### config.mk
export PLATFORM = sky130hd
export DESIGN_NAME = pdm_mic_rx_flat
export DESIGN_NICKNAME = d
export VERILOG_FILES = /design/src/rtl/pdm_mic_rx_if.sv /design/src/rtl/pdm_mic_rx.sv /design/src/flat_wrapper.sv
export SDC_FILE = /design/constraint.sdc
export NUM_CORES = 1
export LEC_CHECK = 0
export ABC_CLOCK_PERIOD_IN_PS = 6100
export BUFFER_PORTS_ARGS = -buffer_cell sky130_fd_sc_hd__buf_2
export CORE_ASPECT_RATIO = 0.8
export CORE_MARGIN = 2
export CORE_UTILIZATION = 64
export DETAILED_ROUTE_END_ITERATION = 10
export HOLD_SLACK_MARGIN = 0.05
export PLACE_DENSITY = 0.81
export SYNTH_ARGS = -nofsm -noshare
export SYNTH_HDL_FRONTEND = slang
export SYNTH_SLANG_ARGS = --single-unit
### constraint.sdc
create_clock -name CLK100MHZ -period 6.1 [get_ports CLK100MHZ]
set_input_delay 0.915 -clock CLK100MHZ [delete_from_list [all_inputs] [get_ports CLK100MHZ]]
set_output_delay 0.915 -clock CLK100MHZ [all_outputs]
set_load 0.05 [all_outputs]
### src/rtl/pdm_mic_rx_if.sv
// PCM sample handshake between the PDM capture block and its consumer.
//   sample        signed PCM sample, two's complement (producer -> consumer)
//   sample_valid  holding register contains an unconsumed sample (producer -> consumer)
//   sample_ready  consumer takes the sample this cycle (consumer -> producer)
// master: the PDM receiver; slave: the pitch-detection logic.
interface pdm_mic_rx_if #(
    parameter int OUT_W = 16
);
    logic signed [OUT_W-1:0] sample;
    logic                    sample_valid;
    logic                    sample_ready;

    modport master (output sample, output sample_valid, input sample_ready);
    modport slave  (input sample, input sample_valid, output sample_ready);
endinterface

### src/rtl/pdm_mic_rx.sv
// PDM microphone receiver: generates the microphone clock, samples the 1-bit
// left-channel stream, decimates it with a 3rd-order CIC filter and hands
// signed PCM samples to the consumer through a one-entry holding register.
//
// Ports:
//   CLK100MHZ    system clock
//   CPU_RESETN   asynchronous active-low reset
//   mic_en       capture enable; low stops the mic clock and clears the filter
//   M_DATA       PDM data from the microphone
//   M_CLK        PDM clock to the microphone (CLK100MHZ / (2*CLK_DIV))
//   M_LRSEL      channel select, tied to left (0)
//   pcm          sample / sample_valid / sample_ready handshake (master side)
//   overrun      sticky flag: a sample was dropped because the register was full
//   overrun_clr  clears overrun (a simultaneous new overrun wins)
//   level        4-bit peak level meter
//
// Build option: define PDM_LEVEL_METER_EN to include the peak level meter;
// otherwise level is tied to 0.
module pdm_mic_rx #(
    parameter int CLK_DIV = 20,
    parameter int DECIM   = 64,
    parameter int OUT_W   = 16,
    parameter int WARMUP  = 3
) (
    input  logic                CLK100MHZ,
    input  logic                CPU_RESETN,
    input  logic                mic_en,
    input  logic                M_DATA,
    output logic                M_CLK,
    output logic                M_LRSEL,
    pdm_mic_rx_if.master        pcm,
    output logic                overrun,
    input  logic                overrun_clr,
    output logic [3:0]          level
);
    localparam int LOG2_D = $clog2(DECIM);
    localparam int ACC_W  = 3 * LOG2_D + 2;
    localparam int SHIFT  = 3 * LOG2_D - (OUT_W - 1);
    localparam int DIV_W  = $clog2(CLK_DIV);
    localparam int WU_W   = $clog2(WARMUP + 2);
    localparam int SW     = ACC_W + OUT_W;
    localparam logic [DIV_W-1:0]     DIV_TC  = DIV_W'(CLK_DIV - 1);
    localparam logic signed [SW-1:0] SAT_MAX = SW'((1 << (OUT_W - 1)) - 1);
    localparam logic signed [SW-1:0] SAT_MIN = ~SAT_MAX;

    logic [1:0]              m_data_sync;
    logic [DIV_W-1:0]        div_cnt;
    logic [LOG2_D-1:0]       bit_cnt;
    logic [WU_W-1:0]         warm_cnt;
    logic signed [ACC_W-1:0] integ1, integ2, integ3;
    logic signed [ACC_W-1:0] i1_nxt, i2_nxt, i3_nxt, x_in;
    logic signed [ACC_W-1:0] comb1, comb2, comb3, dly1, dly2, dly3;
    logic                    dec_stb, c1_stb, c2_stb, c3_stb;
    logic                    div_tc, bit_stb, warm_done, load, accept, loaded, ovr_set;
    logic signed [SW-1:0]    wide, scaled;
    logic signed [OUT_W-1:0] sat_val, sample_q;
    logic                    valid_q;

    assign M_LRSEL = 1'b0;
    assign div_tc  = (div_cnt == DIV_TC);
    // Falling M_CLK edge closes the high phase: left-channel data is valid here.
    assign bit_stb = div_tc & M_CLK;

    // 1 -> +1, 0 -> -1, sign-extended to the accumulator width.
    assign x_in   = {{(ACC_W-1){~m_data_sync[1]}}, 1'b1};
    assign i1_nxt = integ1 + x_in;
    assign i2_nxt = integ2 + i1_nxt;
    assign i3_nxt = integ3 + i2_nxt;

    always_ff @(posedge CLK100MHZ or negedge CPU_RESETN) begin
        if (!CPU_RESETN) m_data_sync <= 2'b00;
        else             m_data_sync <= {m_data_sync[0], M_DATA};
    end

    always_ff @(posedge CLK100MHZ or negedge CPU_RESETN) begin
        if (!CPU_RESETN) begin
            div_cnt  <= '0;   M_CLK   <= 1'b0;  bit_cnt <= '0;    warm_cnt <= '0;
            integ1   <= '0;   integ2  <= '0;    integ3  <= '0;
            comb1    <= '0;   comb2   <= '0;    comb3   <= '0;
            dly1     <= '0;   dly2    <= '0;    dly3    <= '0;
            dec_stb  <= 1'b0; c1_stb  <= 1'b0;  c2_stb  <= 1'b0;  c3_stb   <= 1'b0;
        end else if (!mic_en) begin
            div_cnt  <= '0;   M_CLK   <= 1'b0;  bit_cnt <= '0;    warm_cnt <= '0;
            integ1   <= '0;   integ2  <= '0;    integ3  <= '0;
            comb1    <= '0;   comb2   <= '0;    comb3   <= '0;
            dly1     <= '0;   dly2    <= '0;    dly3    <= '0;
            dec_stb  <= 1'b0; c1_stb  <= 1'b0;  c2_stb  <= 1'b0;  c3_stb   <= 1'b0;
        end else begin
            if (div_tc) begin
                div_cnt <= '0;
                M_CLK   <= ~M_CLK;
            end else begin
                div_cnt <= div_cnt + 1'b1;
            end

            if (bit_stb) begin
                integ1  <= i1_nxt;
                integ2  <= i2_nxt;
                integ3  <= i3_nxt;
                bit_cnt <= bit_cnt + 1'b1;
            end
            // DECIM is a power of two, so an all-ones count marks the last bit.
            dec_stb <= bit_stb & (&bit_cnt);

            // Comb chain, one stage per system cycle.
            c1_stb <= dec_stb;
            c2_stb <= c1_stb;
            c3_stb <= c2_stb;
            if (dec_stb) begin
                comb1 <= integ3 - dly1;
                dly1  <= integ3;
            end
            if (c1_stb) begin
                comb2 <= comb1 - dly2;
                dly2  <= comb1;
            end
            if (c2_stb) begin
                comb3 <= comb2 - dly3;
                dly3  <= comb2;
            end

            if (c3_stb && !warm_done) warm_cnt <= warm_cnt + 1'b1;
        end
    end

    assign wide = SW'(comb3);
    if (SHIFT >= 0) begin : g_shr
        assign scaled = wide >>> SHIFT;
    end else begin : g_shl
        assign scaled = wide <<< (-SHIFT);
    end

    always_comb begin
        sat_val = scaled[OUT_W-1:0];
        if (scaled > SAT_MAX)      sat_val = SAT_MAX[OUT_W-1:0];
        else if (scaled < SAT_MIN) sat_val = SAT_MIN[OUT_W-1:0];
    end

    assign warm_done = (warm_cnt == WU_W'(WARMUP));
    // mic_en gate stops a sample already in the comb pipe from landing after disable.
    assign load    = c3_stb & warm_done & mic_en;
    assign accept  = ~valid_q | pcm.sample_ready;
    assign loaded  = load & accept;
    assign ovr_set = load & ~accept;

    always_ff @(posedge CLK100MHZ or negedge CPU_RESETN) begin
        if (!CPU_RESETN) begin
            sample_q <= '0;
            valid_q  <= 1'b0;
            overrun  <= 1'b0;
        end else begin
            if (loaded) begin
                sample_q <= sat_val;
                valid_q  <= 1'b1;
            end else if (valid_q && pcm.sample_ready) begin
                valid_q  <= 1'b0;
            end
            overrun <= ovr_set | (overrun & ~overrun_clr);
        end
    end

    assign pcm.sample       = sample_q;
    assign pcm.sample_valid = valid_q;

`ifdef PDM_LEVEL_METER_EN
    logic [10:0]      win_cnt;
    logic [OUT_W-2:0] peak, mag, peak_nxt;
    logic [OUT_W-1:0] neg;
    logic [3:0]       lvl_nxt;

    // |sample| with the most negative value folded onto the positive maximum.
    always_comb begin
        neg = -sat_val;
        mag = sat_val[OUT_W-2:0];
        if (sat_val[OUT_W-1]) mag = neg[OUT_W-1] ? '1 : neg[OUT_W-2:0];
        peak_nxt = (mag > peak) ? mag : peak;
        lvl_nxt  = 4'd0;
        for (int i = 11; i < OUT_W - 1; i++) begin
            if (peak_nxt[i]) lvl_nxt = 4'(i - 10);
        end
    end

    always_ff @(posedge CLK100MHZ or negedge CPU_RESETN) begin
        if (!CPU_RESETN) begin
            win_cnt <= '0;
            peak    <= '0;
            level   <= 4'd0;
        end else if (loaded) begin
            win_cnt <= win_cnt + 1'b1;
            if (&win_cnt) begin
                level <= lvl_nxt;
                peak  <= '0;
            end else begin
                peak  <= peak_nxt;
            end
        end
    end
`else
    assign level = 4'd0;
`endif
endmodule

### src/flat_wrapper.sv
// flat-port wrapper written by rule: the top's interface ports become plain ports
module pdm_mic_rx_flat 
#(
    parameter int CLK_DIV = 20,
    parameter int DECIM   = 64,
    parameter int OUT_W   = 16,
    parameter int WARMUP  = 3
)
  (CLK100MHZ, CPU_RESETN, mic_en, M_DATA, M_CLK, M_LRSEL, overrun, overrun_clr, level, pcm_sample, pcm_sample_valid, pcm_sample_ready);
  pdm_mic_rx_if #(.OUT_W(OUT_W)) pcm_i ();
  input  logic CLK100MHZ;
  input  logic CPU_RESETN;
  input  logic mic_en;
  input  logic M_DATA;
  output logic M_CLK;
  output logic M_LRSEL;
  output logic overrun;
  input  logic overrun_clr;
  output logic [3:0] level;
  output wire logic [$bits(pcm_i.sample)-1:0] pcm_sample;
  output wire logic [$bits(pcm_i.sample_valid)-1:0] pcm_sample_valid;
  input wire logic [$bits(pcm_i.sample_ready)-1:0] pcm_sample_ready;
  assign pcm_sample = pcm_i.sample;
  assign pcm_sample_valid = pcm_i.sample_valid;
  assign pcm_i.sample_ready = pcm_sample_ready;
  pdm_mic_rx #(.CLK_DIV(CLK_DIV), .DECIM(DECIM), .OUT_W(OUT_W), .WARMUP(WARMUP)) u_core (.CLK100MHZ(CLK100MHZ), .CPU_RESETN(CPU_RESETN), .mic_en(mic_en), .M_DATA(M_DATA), .M_CLK(M_CLK), .M_LRSEL(M_LRSEL), .pcm(pcm_i), .overrun(overrun), .overrun_clr(overrun_clr), .level(level));
endmodule
### Yosys cells after proc, flatten, opt, wreduce, memory -nomap -nowiden

Index checks and enable logic that the tools add are counted.

* register bits after elaboration: 219
* bits in latches: 0
* bits in writable memories: 0
* ROM bits: 0
* memories: 0

* add/sub/neg operators: 9
* $mul: 0
* divide/modulo/power cells: 0
* $lt $le $gt $ge: 2
* eq/ne operators: 8
* shift-type cells: 0
* mux-type cells: 34
* bitwise gates (word level): 14
* reductions and logical operators: 5

Operators with widths (count)
* $mux W20: 18
* $sub A20 B20 Y20: 3
* $add A20 B20 Y20: 2
* $mux W16: 2
* $add A20 B2 Y20: 1
* $gt A17 B16 Y1 const B: 1
* $lt A17 B16 Y1 const B: 1
* $mux W6: 2
* $ne A2 B1 Y1 const B: 6
* $mux W5: 2
* $mux W1: 8
* $and A1 B1 Y1: 7
* $add A6 B1 Y6 const B: 1
* $mux W3: 2
* $reduce_and A6 Y1: 1
* $add A5 B1 Y5 const B: 1
* $eq A5 B5 Y1 const B: 1
* $not A1 Y1: 5
* $add A3 B1 Y3 const B: 1
* $eq A3 B2 Y1 const B: 1
* $logic_and A1 B1 Y1: 2
* $or A1 B1 Y1: 2
* $reduce_bool A2 Y1: 1
* $logic_not A1 Y1: 1

### Longest topological paths before layout

* depth in word-level cells: 6
* gate-level depth with buffers: 26

### Worst setup path before layout

Ideal clock, no wire load.

* kind: register to register
* start point: register u_core.m_data_sync[1]
* end point: register u_core.integ3[19]
* setup time: 0.078 ns
* arrival time: 5.482 ns
* data required time: 6.022 ns
* path slack: 0.540 ns
* stages on the path, launching flop included: 26
* buffers on the path: 0
* cells stage by stage: dfrtp_1 > inv_1 > ha_1 > nor2b_1 > o21ai_0 > nand2b_1 > a2111o_1 > a31oi_1 > xnor2_1 > ha_1 > a21oi_1 > nor2b_1 > or3_1 > a31oi_1 > xnor2_1 > ha_1 > a21o_1 > nor2_1 > a41o_1 > o31ai_1 > a21oi_1 > o21ai_0 > a21oi_1 > xnor2_1 > or3_1 > a21oi_1

* longest elaborated chain between the ends: 6

Ends and longest elaborated chain
* start: declaration: line pdm_mic_rx.sv:46 `logic [1:0] m_data_sync;`
* start signal: assignment: line pdm_mic_rx.sv:72 `else m_data_sync <= {m_data_sync[0], M_DATA};`
* $not A1 Y1: line pdm_mic_rx.sv:65 `assign x_in = {{(ACC_W-1){~m_data_sync[1]}}, 1'b1};`
* $add A20 B2 Y20: line pdm_mic_rx.sv:66 `assign i1_nxt = integ1 + x_in;`
* $add A20 B20 Y20: line pdm_mic_rx.sv:67 `assign i2_nxt = integ2 + i1_nxt;`
* $add A20 B20 Y20: line pdm_mic_rx.sv:68 `assign i3_nxt = integ3 + i2_nxt;`
* $mux W20: line pdm_mic_rx.sv:96 `if (bit_stb) begin`
* $mux W20: line pdm_mic_rx.sv:82 `end else if (!mic_en) begin`
* end signal: assignment: line pdm_mic_rx.sv:99 `integ3 <= i3_nxt;`
* end: declaration: line pdm_mic_rx.sv:50 `logic signed [ACC_W-1:0] integ1, integ2, integ3;`

Every way passes these cells. The select of a mux whose other input is x is not followed.
A chain may end at the register's enable or synchronous reset.

### Worst setup path after layout

Same ends and word-level chain as after synthesis.

==> impl_metrics.toml <==
[synthesis]
synth_cell_types = 65
seq_area_frac_synth = 0.396
synthDominantCellAreaShare = 0.396
ys_top_cells_by_area = "dfrtp_1 (40%), ha_1 (11%), mux2i_1 (8.1%), xnor2_1 (4.6%), nor2_1 (4.3%)"
yosysWarnings = 0
synth-edff-count = 0
ys_ff_latch = 216
syn_area_um2 = 13700
synthesis.instances = 1471
synth_area_per_cell_um2 = 9.29
synth_area_leader_cell = "dfrtp_1"
synthArstFlopShare = 1.00
synth-main-ff-cell = "dfrtp_1"

[setup_path]
path_class = "flip-flop to flip-flop"
cp-end-kind = "flip-flop"
regToRegEndpoint = "u_core.integ3[19]"
worstSetupEndpoint = "u_core.integ3[19]"
critical-path-max-stage-delay_ns = 0.46
slowest_stage = "a2111o_1"
worstPathRequired_ns = 6.53
reg2reg_slack_ns = 0.39
critPathArrivalTime_ns = 6.14
worstReg2RegStart = "u_core.m_data_sync[1]"
worstSetupStartpointType = "flip-flop"
worst-r2r-cell-count = 25
cp_max_fo = 5
startpoint = "u_core.m_data_sync[1]"

[job]
maxCapViolCount = 0

[route]
vias = 10200
first_iter_violations = 942
detail-route-antenna-nets = 0
wl_per_cell_um = 15.4
drt_pass1_iterations = 8
avgViaCountPerCell = 5.79
drcViolationCount = 6
routed_wl_um = 27000

[cells_and_area]
antenna_cells = 0
syn2layout_area_growth_pct = 8.39
final_cell_mix = "dfrtp_1 (213), nor2_1 (157), nand2_1 (152)"
fin_nets = 1599
final_layout_size_suffix_gt1_frac = 0.0646
final_common_cell = "dfrtp_1"

[die]
dieArea_um2 = 22500
row_count = 47
start_util = 0.656
io_pins = 30
die_w_um = 167
die_h_um = 135
core_area_um2 = 20800

[global_route]
grt_pass1_wl_um = 45800
grt_pass1_vias = 9604
overflow = 0
grt_max_degree = 120
antenna_found_initial = 0
grt_use_total = 0.242

[pwr]
ir_worst_vdd_mv = 0.192
p_int_uw = 2410
p_sw_uw = 663
power_frac_comb = 0.044
seq_power_share = 0.467
p_leak_uw = 0.00674
powerDensity_nw_per_um2 = 208
sw_frac_of_total = 0.216
clockPowerShare = 0.488

[clocking]
cts_tree = "done"
cts-root-buf = "clkbuf_16"
clk_latency_ns = 0.52
cts_buffers = 23
cts.clk_slew.worst_paths_ns = 0.06
clock_tree.buffer_depth = 3
cts-htree-levels = 1
clock_sinks = 216

[sta]
fin_hold_ws_ns = 0.451
hold_viol_final = 0
maxSlewViolCount = 0
min_period_ns = 5.71
skew_ns = 0.0186
setup_viol = 0
max_freq_mhz = 175
fin_crit_sh = 0.937
slew_headroom = 0.196
worstMarginPinSlew_ns = 1.21
rsz0062_at_grt = "no"
finalSetupTns_ns = 0

[placed_design]
gp_congestion = 0.902
dp_hpwl_um = 18100
io_buffers = 24

[run_status]
violations = "DRC"
outcome = "finished, violations left"

[min_path]
hp-class = "primary input to asynchronous set/reset pin"
[stage by stage]
step	worst slack [ns]	instance area, µm²	power [µW]	cells	utilization
2_1_floorplan	0.540	13700	1550	1475	-
3_3_place_gp	0.415	14000	1600	1714	0.671
3_5_place_dp	0.186	14000	1600	1714	0.671
4_1_cts	0.164	14800	3110	1754	0.710
5_1_grt	0.0286	14800	3190	1754	0.711
6_report	0.387	14800	3080	1754	0.711
[cells by family after synthesis]
kind of cell	count (synthesis)	share of synthesized area
mux	115	0.0847
compound gates	312	0.146
other cells	1	0.000275
buf+inv	154	0.0438
flops	216	0.396
fa+ha+maj	123	0.115
xor+xnor	107	0.0697
simple gates	443	0.144
[cells in the mapped netlist, drive strengths merged, types with 4 or more instances]
cell type	count
dfrtp	216
nor2	157
nand2	153
ha	118
mux2i	110
inv	93
a21oi	88
o21ai	84
xnor2	72
clkbuf	44
a21o	35
xor2	34
nor2b	26
nand3	24
and2	19
buf	17
o21a	16
a211oi	15
nand2b	15
a31oi	13
nor3	12
o21bai	11
and3	9
or3	9
a21boi	8
fa	5
mux2	5
o31ai	5
a41oi	4
nand3b	4
nand4	4
o22ai	4
[area by class of cell]
type / count / area [µm²]
inverters: 93 / 352
fillers: 1557 / 6010
clock buffers: 32 / 679
clock inverters: 8 / 140
flip-flops and latches: 216 / 5410
multi-input cells: 1105 / 7690
well taps: 269 / 337
repair buffers: 31 / 199
[state kept, by name, summed over array words and instances, names as in the netlist, 16 cells and up]
signal             count
u_core.comb1          20
u_core.comb2          20
u_core.comb3          17
u_core.dly1           20
u_core.dly2           20
u_core.dly3           20
u_core.integ1         20
u_core.integ2         20
u_core.integ3         20
u_core.pcm.sample     16
[critical path: cells and delay by family, from the launching register on]
| family | cells | cell delay (ns) |
|---|---|---|
| adder cells (fa/ha/maj) | 3 | 1.04 |
| flip-flops | 1 | 0.39 |
| AO/OA/AOI/OAI | 12 | 2.65 |
| XOR/XNOR | 3 | 0.41 |
| AND/OR/NAND/NOR | 6 | 1.07 |
| buffers and inverters | 1 | 0.08 |
[power groups by stage]
stage	Clock [µW]	Sequential, µW	Combinational, µW
6_report	1500	1440	136
5_1_grt	1600	1440	152
4_1_cts	1540	1440	137
3_5_place_dp	0	1460	136
3_3_place_gp	0	1460	132
2_1_floorplan	0	1460	86.2
[routing by layer]
| layer | vias up | routed length [µm] | track usage |
|---|---|---|---|
| li1 | 5063 | - | - |
| met1 | 4864 | 13500 | 0.361 |
| met2 | 200 | 11600 | 0.379 |
| met3 | 34 | 1400 | 0.0349 |
| met4 | 0 | 437 | 0.0502 |
| met5 | - | 0 | 0 |
[worst min-delay path by stage]
stage / to / startpoint / slack (ns) / depth (start not counted)
floorplan: u_core.m_data_sync[1] / u_core.m_data_sync[0] / 0.33 / 0
global placement: u_core.pcm.sample[9] / u_core.pcm.sample[9] / 0.46 / 2
detailed placement: u_core.div_cnt[0] / u_core.div_cnt[0] / 0.46 / 1
global route: u_core.dly3[0] / CPU_RESETN / 0.49 / 1
CTS: u_core.comb3[11] / CPU_RESETN / 0.47 / 1
finish: u_core.dly3[1] / CPU_RESETN / 0.45 / 1
[timing repair]
item | CTS | global route
endpoints found under the setup margin | 0 | 1
resized for setup | 0 | 4
buffers inserted | 0 | 0
hold buffers | 0 | 0
Power figures use the tool's default switching activity.
